<file path="config.mk">
export PLATFORM = sky130hd
export DESIGN_NAME = disp_scan_ctrl
export DESIGN_NICKNAME = d
export VERILOG_FILES = /design/src/rtl/disp_scan_ctrl.sv
export SDC_FILE = /design/constraint.sdc
export NUM_CORES = 1
export LEC_CHECK = 0
export CAP_MARGIN = 20
export CORE_UTILIZATION = 46
export CTS_BUF_LIST = sky130_fd_sc_hd__clkbuf_4 sky130_fd_sc_hd__clkbuf_8
export DETAILED_ROUTE_END_ITERATION = 10
export PLACE_DENSITY = 0.7
export SYNTH_ARGS = -nofsm -noshare
export SYNTH_HDL_FRONTEND = slang
export SYNTH_SLANG_ARGS = --single-unit
</file>
<file path="constraint.sdc">
create_clock -name clk -period 2.9 [get_ports clk]
set_clock_uncertainty 0.1 [all_clocks]
set_input_delay 0.435 -clock clk [delete_from_list [all_inputs] [get_ports clk]]
set_output_delay 0.435 -clock clk [all_outputs]
set_load 0.005 [all_outputs]
</file>
<file path="src/rtl/disp_scan_ctrl.sv">
`default_nettype none
// ============================================================================
// Module   : disp_scan_ctrl
// Purpose  : Six-digit multiplexed 7-segment display scanner. Takes a
//            per-frame snapshot of six hex digits plus dp/blink masks and
//            the leading-zero-suppression enable. It then time-multiplexes
//            them onto a shared segment bus. Each digit slot opens with a
//            dead-time window in which every digit is disabled, which keeps
//            the previous digit's segments from ghosting onto the next one.
// Ports    : clk          - system clock (single domain)
//            rst          - asynchronous reset, active-high
//            i_digit      - six 4-bit digits, [3:0] = digit 0 (rightmost)
//            i_dp_mask    - bit k lights the decimal point of digit k
//            i_blink_mask - bit k makes digit k blink
//            i_lzs        - 1 enables leading-zero suppression
//            o_seg        - segments {g,f,e,d,c,b,a}, 1 = lit
//            o_seg_dp     - decimal point, 1 = lit
//            o_seg_enb    - digit enables, active-low one-cold
// Revision : 1.0 - initial release
// ============================================================================
module disp_scan_ctrl #(
  parameter int SCAN_DIV  = 50000,  // clocks per digit slot (>= 4)
  parameter int DEAD_CYC  = 2500,   // blanked clocks at slot start (< SCAN_DIV)
  parameter int BLINK_DIV = 500     // slots per blink half-period (>= 1)
) (
  input  logic        clk,
  input  logic        rst,
  input  logic [23:0] i_digit,
  input  logic [5:0]  i_dp_mask,
  input  logic [5:0]  i_blink_mask,
  input  logic        i_lzs,
  output logic [6:0]  o_seg,
  output logic        o_seg_dp,
  output logic [5:0]  o_seg_enb
);

  localparam int PW = (SCAN_DIV  > 1) ? $clog2(SCAN_DIV)  : 1;
  localparam int BW = (BLINK_DIV > 1) ? $clog2(BLINK_DIV) : 1;

  localparam logic [PW-1:0] PCNT_LAST = PW'(SCAN_DIV - 1);
  localparam logic [PW-1:0] DEAD_END  = PW'(DEAD_CYC);
  localparam logic [BW-1:0] BCNT_LAST = BW'(BLINK_DIV - 1);
  localparam logic [2:0]    SLOT_LAST = 3'd5;
  localparam logic [5:0]    ENB_NONE  = 6'h3F;

  // --------------------------------------------------------------------------
  // Scan state
  // --------------------------------------------------------------------------
  logic [PW-1:0] pcnt;        // clock position inside the current slot
  logic [2:0]    idx;         // slot index 0..5 = digit being driven
  logic [BW-1:0] bcnt;        // slot ticks inside the current blink phase
  logic          blink_ph;    // 1 = blinking digits are dark

  // Frame snapshot of every input
  logic [23:0]   snap_digit;
  logic [5:0]    snap_dp;
  logic [5:0]    snap_blink;
  logic          snap_lzs;

  logic          slot_tick;   // last clock of a slot
  logic          frame_wrap;  // last clock of slot 5 -> new frame begins
  logic          blink_tc;    // last slot of a blink half-period

  assign slot_tick  = (pcnt == PCNT_LAST);
  assign frame_wrap = slot_tick && (idx == SLOT_LAST);
  assign blink_tc   = slot_tick && (bcnt == BCNT_LAST);

  always_ff @(posedge clk or posedge rst) begin
    if (rst) begin
      pcnt <= '0;
    end else if (slot_tick) begin
      pcnt <= '0;
    end else begin
      pcnt <= pcnt + 1'b1;
    end
  end

  always_ff @(posedge clk or posedge rst) begin
    if (rst) begin
      idx <= 3'd0;
    end else if (frame_wrap) begin
      idx <= 3'd0;
    end else if (slot_tick) begin
      idx <= idx + 3'd1;
    end
  end

  // The blink phase can flip on the same clock as a frame wrap; both
  // registers update together, so the new frame starts with the new phase.
  always_ff @(posedge clk or posedge rst) begin
    if (rst) begin
      bcnt     <= '0;
      blink_ph <= 1'b0;
    end else if (blink_tc) begin
      bcnt     <= '0;
      blink_ph <= ~blink_ph;
    end else if (slot_tick) begin
      bcnt     <= bcnt + 1'b1;
    end
  end

  // Inputs are captured once per frame only, so a count that changes
  // mid-scan can never show half old / half new digits.
  always_ff @(posedge clk or posedge rst) begin
    if (rst) begin
      snap_digit <= '0;
      snap_dp    <= '0;
      snap_blink <= '0;
      snap_lzs   <= 1'b0;
    end else if (frame_wrap) begin
      snap_digit <= i_digit;
      snap_dp    <= i_dp_mask;
      snap_blink <= i_blink_mask;
      snap_lzs   <= i_lzs;
    end
  end

  // --------------------------------------------------------------------------
  // Leading-zero suppression
  // zero_run[k] = digit k and every digit above it are zero. Digit 0 is
  // never suppressed so a value of zero still shows a single "0".
  // --------------------------------------------------------------------------
  logic [5:1] digit_zero;
  logic [5:1] zero_run;
  logic [5:0] lzs_blank;

  assign lzs_blank[0] = 1'b0;

  for (genvar k = 1; k < 6; k++) begin : g_lzs
    assign digit_zero[k] = (snap_digit[4*k +: 4] == 4'h0);
    if (k == 5) begin : g_top
      assign zero_run[k] = digit_zero[k];
    end else begin : g_chain
      assign zero_run[k] = digit_zero[k] & zero_run[k+1];
    end
    assign lzs_blank[k] = snap_lzs & zero_run[k];
  end

  // --------------------------------------------------------------------------
  // Slot selection: everything belonging to the digit of the current slot.
  // Unused index values fall back to slot 0, so the enable stays one-cold.
  // --------------------------------------------------------------------------
  logic [3:0] cur_digit;
  logic       cur_dp;
  logic       cur_blink;
  logic       cur_lzs;
  logic [5:0] cur_enb;

  always_comb begin
    cur_digit = snap_digit[3:0];
    cur_dp    = snap_dp[0];
    cur_blink = snap_blink[0];
    cur_lzs   = lzs_blank[0];
    cur_enb   = 6'b111110;
    case (idx)
      3'd1: begin
        cur_digit = snap_digit[7:4];
        cur_dp    = snap_dp[1];
        cur_blink = snap_blink[1];
        cur_lzs   = lzs_blank[1];
        cur_enb   = 6'b111101;
      end
      3'd2: begin
        cur_digit = snap_digit[11:8];
        cur_dp    = snap_dp[2];
        cur_blink = snap_blink[2];
        cur_lzs   = lzs_blank[2];
        cur_enb   = 6'b111011;
      end
      3'd3: begin
        cur_digit = snap_digit[15:12];
        cur_dp    = snap_dp[3];
        cur_blink = snap_blink[3];
        cur_lzs   = lzs_blank[3];
        cur_enb   = 6'b110111;
      end
      3'd4: begin
        cur_digit = snap_digit[19:16];
        cur_dp    = snap_dp[4];
        cur_blink = snap_blink[4];
        cur_lzs   = lzs_blank[4];
        cur_enb   = 6'b101111;
      end
      3'd5: begin
        cur_digit = snap_digit[23:20];
        cur_dp    = snap_dp[5];
        cur_blink = snap_blink[5];
        cur_lzs   = lzs_blank[5];
        cur_enb   = 6'b011111;
      end
      default: begin
      end
    endcase
  end

  // Hex to 7-segment, {g,f,e,d,c,b,a}, lowercase b and d.
  function automatic logic [6:0] seg_decode(input logic [3:0] d);
    logic [6:0] s;
    case (d)
      4'h0: s = 7'h3F;
      4'h1: s = 7'h06;
      4'h2: s = 7'h5B;
      4'h3: s = 7'h4F;
      4'h4: s = 7'h66;
      4'h5: s = 7'h6D;
      4'h6: s = 7'h7D;
      4'h7: s = 7'h07;
      4'h8: s = 7'h7F;
      4'h9: s = 7'h6F;
      4'hA: s = 7'h77;
      4'hB: s = 7'h7C;
      4'hC: s = 7'h39;
      4'hD: s = 7'h5E;
      4'hE: s = 7'h79;
      default: s = 7'h71;
    endcase
    return s;
  endfunction

  // --------------------------------------------------------------------------
  // Next output values
  // A blink-dark digit loses its dp as well; an LZS-blanked digit keeps its
  // dp so a suppressed position can still carry a decimal point.
  // --------------------------------------------------------------------------
  logic [6:0] seg_nxt;
  logic       dp_nxt;
  logic [5:0] enb_nxt;

  always_comb begin
    seg_nxt = 7'h00;
    dp_nxt  = 1'b0;
    enb_nxt = ENB_NONE;
    if (pcnt >= DEAD_END) begin
      enb_nxt = cur_enb;
      if (!(blink_ph && cur_blink)) begin
        dp_nxt = cur_dp;
        if (!cur_lzs) begin
          seg_nxt = seg_decode(cur_digit);
        end
      end
    end
  end

  // Registered outputs: clean pin timing, one clock behind the scan state.
  always_ff @(posedge clk or posedge rst) begin
    if (rst) begin
      o_seg     <= 7'h00;
      o_seg_dp  <= 1'b0;
      o_seg_enb <= ENB_NONE;
    end else begin
      o_seg     <= seg_nxt;
      o_seg_dp  <= dp_nxt;
      o_seg_enb <= enb_nxt;
    end
  end

endmodule
`default_nettype wire

</file>
==> impl_metrics.py <==
metrics = {
    "place": {
        "dp_hpwl_um": 6080,
        "place_area_um2": 4660,
        "dp_slack_ns": 0.126,
        "io_buffers": 52,
        "gp_congestion": 0.900,
    },
    "global_routing": {
        "grt_usage_pct": 20.3,
        "grt_max_degree": 44,
        "grt_pass1_vias": 2869,
        "grt_overflow": 0,
        "antenna_found_initial": 0,
        "grt_first_pass_wirelength_um": 14000,
    },
    "sta": {
        "finalCriticalPeriod_ns": 2.73,
        "finalSetupViolCount": 0,
        "rsz0062_at_grt": "yes",
        "drv_slew": 0,
        "tightestPinTransition_ns": 0.561,
        "finalWorstSetupSlack_ns": 0.171,
        "slew_headroom_pct": 62.1,
        "hold_viol": 0,
        "fmax_ghz": 0.366,
        "period_share_pct": 94.1,
    },
    "setup_path": {
        "rr_startpoint": "idx[0]",
        "slowest_delay_ns": 0.41,
        "r2r_cells": 10,
        "reg2reg_slack_ns": 0.17,
        "end_kind": "flip-flop",
        "slowest_stage": "dfrtp_1",
        "cp_max_fo": 6,
        "r2r-end": "o_seg[0]",
        "start_kind": "flip-flop",
        "path_class": "flip-flop to flip-flop",
        "crit_chain": "inv_1, ha_1, nor2b_1, buf_4, a222oi_1, o21ai_0, a31oi_1, o41ai_1, clkdlybuf4s18_2, a2111oi_1",
        "critical_path_arrival_ns": 2.84,
        "worstPathRequired_ns": 3.01,
    },
    "cts": {
        "cts-htree-levels": 3,
        "numCtsBuffers": 9,
        "worstSkewPairLatency_ns": 0.34,
        "cts.path.max_buffers": 2,
        "cts.sinks": 80,
        "cts.clk_slew.worst_paths_ns": 0.08,
        "cts_tree": "yes",
        "cts_hold_buf": 0,
        "root_buffer": "clkbuf_8",
    },
    "power": {
        "clkPwrFrac_pct": 35.8,
        "pwr-share-comb_pct": 6.9,
        "peakVddDrop_mv": 0.285,
        "seq_power_share_pct": 57.3,
        "p_sw_mw": 0.464,
        "power_per_cell_area_nw_per_um2": 418,
        "p_int_mw": 1.56,
        "leakagePower_nw": 2.13,
        "swShare_pct": 22.9,
    },
    "yosys": {
        "synth_area_leader_cell": "dfrtp_1",
        "synth_fp_nets": 404,
        "syn_area_um2": 3960,
        "seq_area_frac_synth_pct": 50.7,
        "netlist.area_leader.share_pct": 46.7,
        "yosys_warnings": 0,
        "synthArstFlopShare_pct": 100,
        "synth_most_common_cell": "dfrtp_1",
        "avgSynthCellArea_um2": 11.3,
        "ys_types": 54,
        "synth-edff-count": 0,
        "synthTopCellsByCount": "dfrtp_1, nor2_1, mux2_2, nand2_1, nand3_1",
        "syn_inst": 350,
        "synth_flop_cell": "dfrtp_1",
        "ys_top_cells_by_area": "dfrtp_1, mux2_2, ha_1",
        "ys_ff_latch": 80,
    },
    "floorplan": {
        "initial_core_util_pct": 48.0,
        "die_y_um": 94.8,
        "die_area_um2": 8990,
        "die_x_um": 94.8,
        "io_pins": 53,
        "coreArea_um2": 8260,
        "rows": 33,
    },
    "routing": {
        "routedWlPerCell_um": 15.9,
        "num_vias": 2881,
        "drc_errors": 0,
        "routed_wl_um": 8360,
        "firstDrtPassIters": 5,
        "postRouteAntennaNets": 0,
        "drt-initial-drc-count": 140,
        "vias_per_cell": 5.47,
    },
    "worst_hold_path": {
        "min_path_type": "input pin to async pin",
    },
    "final_layout": {
        "num-fill-cells": 723,
        "area_growth_pct": 22.5,
        "fin_nets": 471,
        "drive_above_1_share_pct": 17.1,
        "finalInstanceArea_um2": 4850,
        "antenna-diode-count": 0,
    },
    "run_status": {
        "status": "finished clean",
    },
    "flow_run": {
        "maxCapViolations": 0,
    },
}
[stage by stage]
stage | std cells | TNS (ns) | total power [mW] | hold WS, ns | util, %
after global placement | 509 | 0 | 1.32 | 0.372 | 56.3
after detailed placement | 510 | 0 | 1.33 | 0.377 | 56.4
after CTS | 526 | 0 | 2.06 | 0.378 | 58.6
after floorplan | 350 | 0 | 1.24 | 0.341 | -
final | 527 | 0 | 2.03 | 0.362 | 58.8
after global routing | 527 | -0.0442 | 2.12 | 0.429 | 58.8
[layer usage]
| metal | vias up | share of wire, % | global-route usage, % |
|---|---|---|---|
| met2 | 64 | 46 | 30.9 |
| met4 | 0 | 1.6 | 8.33 |
| met1 | 1419 | 49 | 28.7 |
| met3 | 14 | 3.3 | 3.54 |
| li1 | 1384 | - | - |
| met5 | - | 0 | 0 |
[area by class of cell]
class / count / area, um^2 / share of cell area [%]
timing repair buffer: 67 / 648 / 13.4
sequential: 80 / 2010 / 41.4
clock inverter: 5 / 32.5 / 0.670
multi-input combinational: 248 / 1840 / 38.0
clock buffer: 11 / 145 / 2.99
inverter: 11 / 41.3 / 0.851
tap: 105 / 131 / 2.71
[power groups by stage]
stage,Clock [mW],Sequential [mW],Combinational (mW)
after detailed placement,0,1.18,0.142
after CTS,0.751,1.16,0.143
after global placement,0,1.18,0.139
after floorplan,0,1.17,0.0665
after global routing,0.800,1.17,0.156
final,0.726,1.16,0.140
[placed cells by master (no fill, tap or decap), types with 3 or more instances in the layout]
cell type / instances
buf_4: 13
nor4_1: 7
nand3_1: 19
o21ai_0: 9
clkbuf_8: 10
dfstp_2: 6
nor2_1: 30
and4_1: 3
dfrtp_1: 73
a311oi_1: 3
nand2_1: 23
or3_1: 3
ha_1: 15
clkinvlp_4: 3
and3_1: 5
a21oi_1: 6
clkdlybuf4s50_1: 52
o21ai_1: 3
nor3_1: 6
xnor2_1: 9
xor2_1: 13
nor2b_1: 8
nand2b_1: 6
mux2_1: 12
inv_1: 10
mux2_2: 28
[repair_timing]
action                     4_1_cts  5_1_grt
setup buffers                    0        1
gates resized for setup          0        2
setup endpoints to repair        0        2
[critical path: cells and delay by family, from the launching register on]
family                   cells  cell delay, ns
AO/OA/AOI/OAI                5            1.13
buffers and inverters        3            0.53
flip-flops                   1            0.41
adder cells (fa/ha/maj)      1            0.27
AND/OR/NAND/NOR              1            0.17
[state kept, by name, summed over array words and instances (netlist names)]
name,count
bcnt,9
blink_ph,1
idx,3
o_seg,7
o_seg_dp,1
o_seg_enb,6
pcnt,16
snap_blink,6
snap_digit,24
snap_dp,6
snap_lzs,1
[cell families (layout without fill, tap and decap cells)]
logic type,after synthesis,in the layout,synth area share (%)
simple gates,127,127,17.4
flops,80,80,50.7
compound gates,43,43,7.74
mux,41,41,11.6
xor+xnor,22,22,4.86
buf+inv,22,94,2.87
fa+ha+maj,15,15,4.74
[worst max-delay path by stage]
stage	startpoint	endpoint	slack [ns]
after floorplan	idx[2]	o_seg[6]	0.04
after global placement	idx[1]	o_seg[4]	0.07
after detailed placement	idx[1]	o_seg[0]	0.13
after CTS	idx[1]	o_seg[0]	0.06
after global routing	idx[1]	o_seg[6]	-0.04
final	idx[0]	o_seg[0]	0.17
Power figures use the tool's default switching activity.
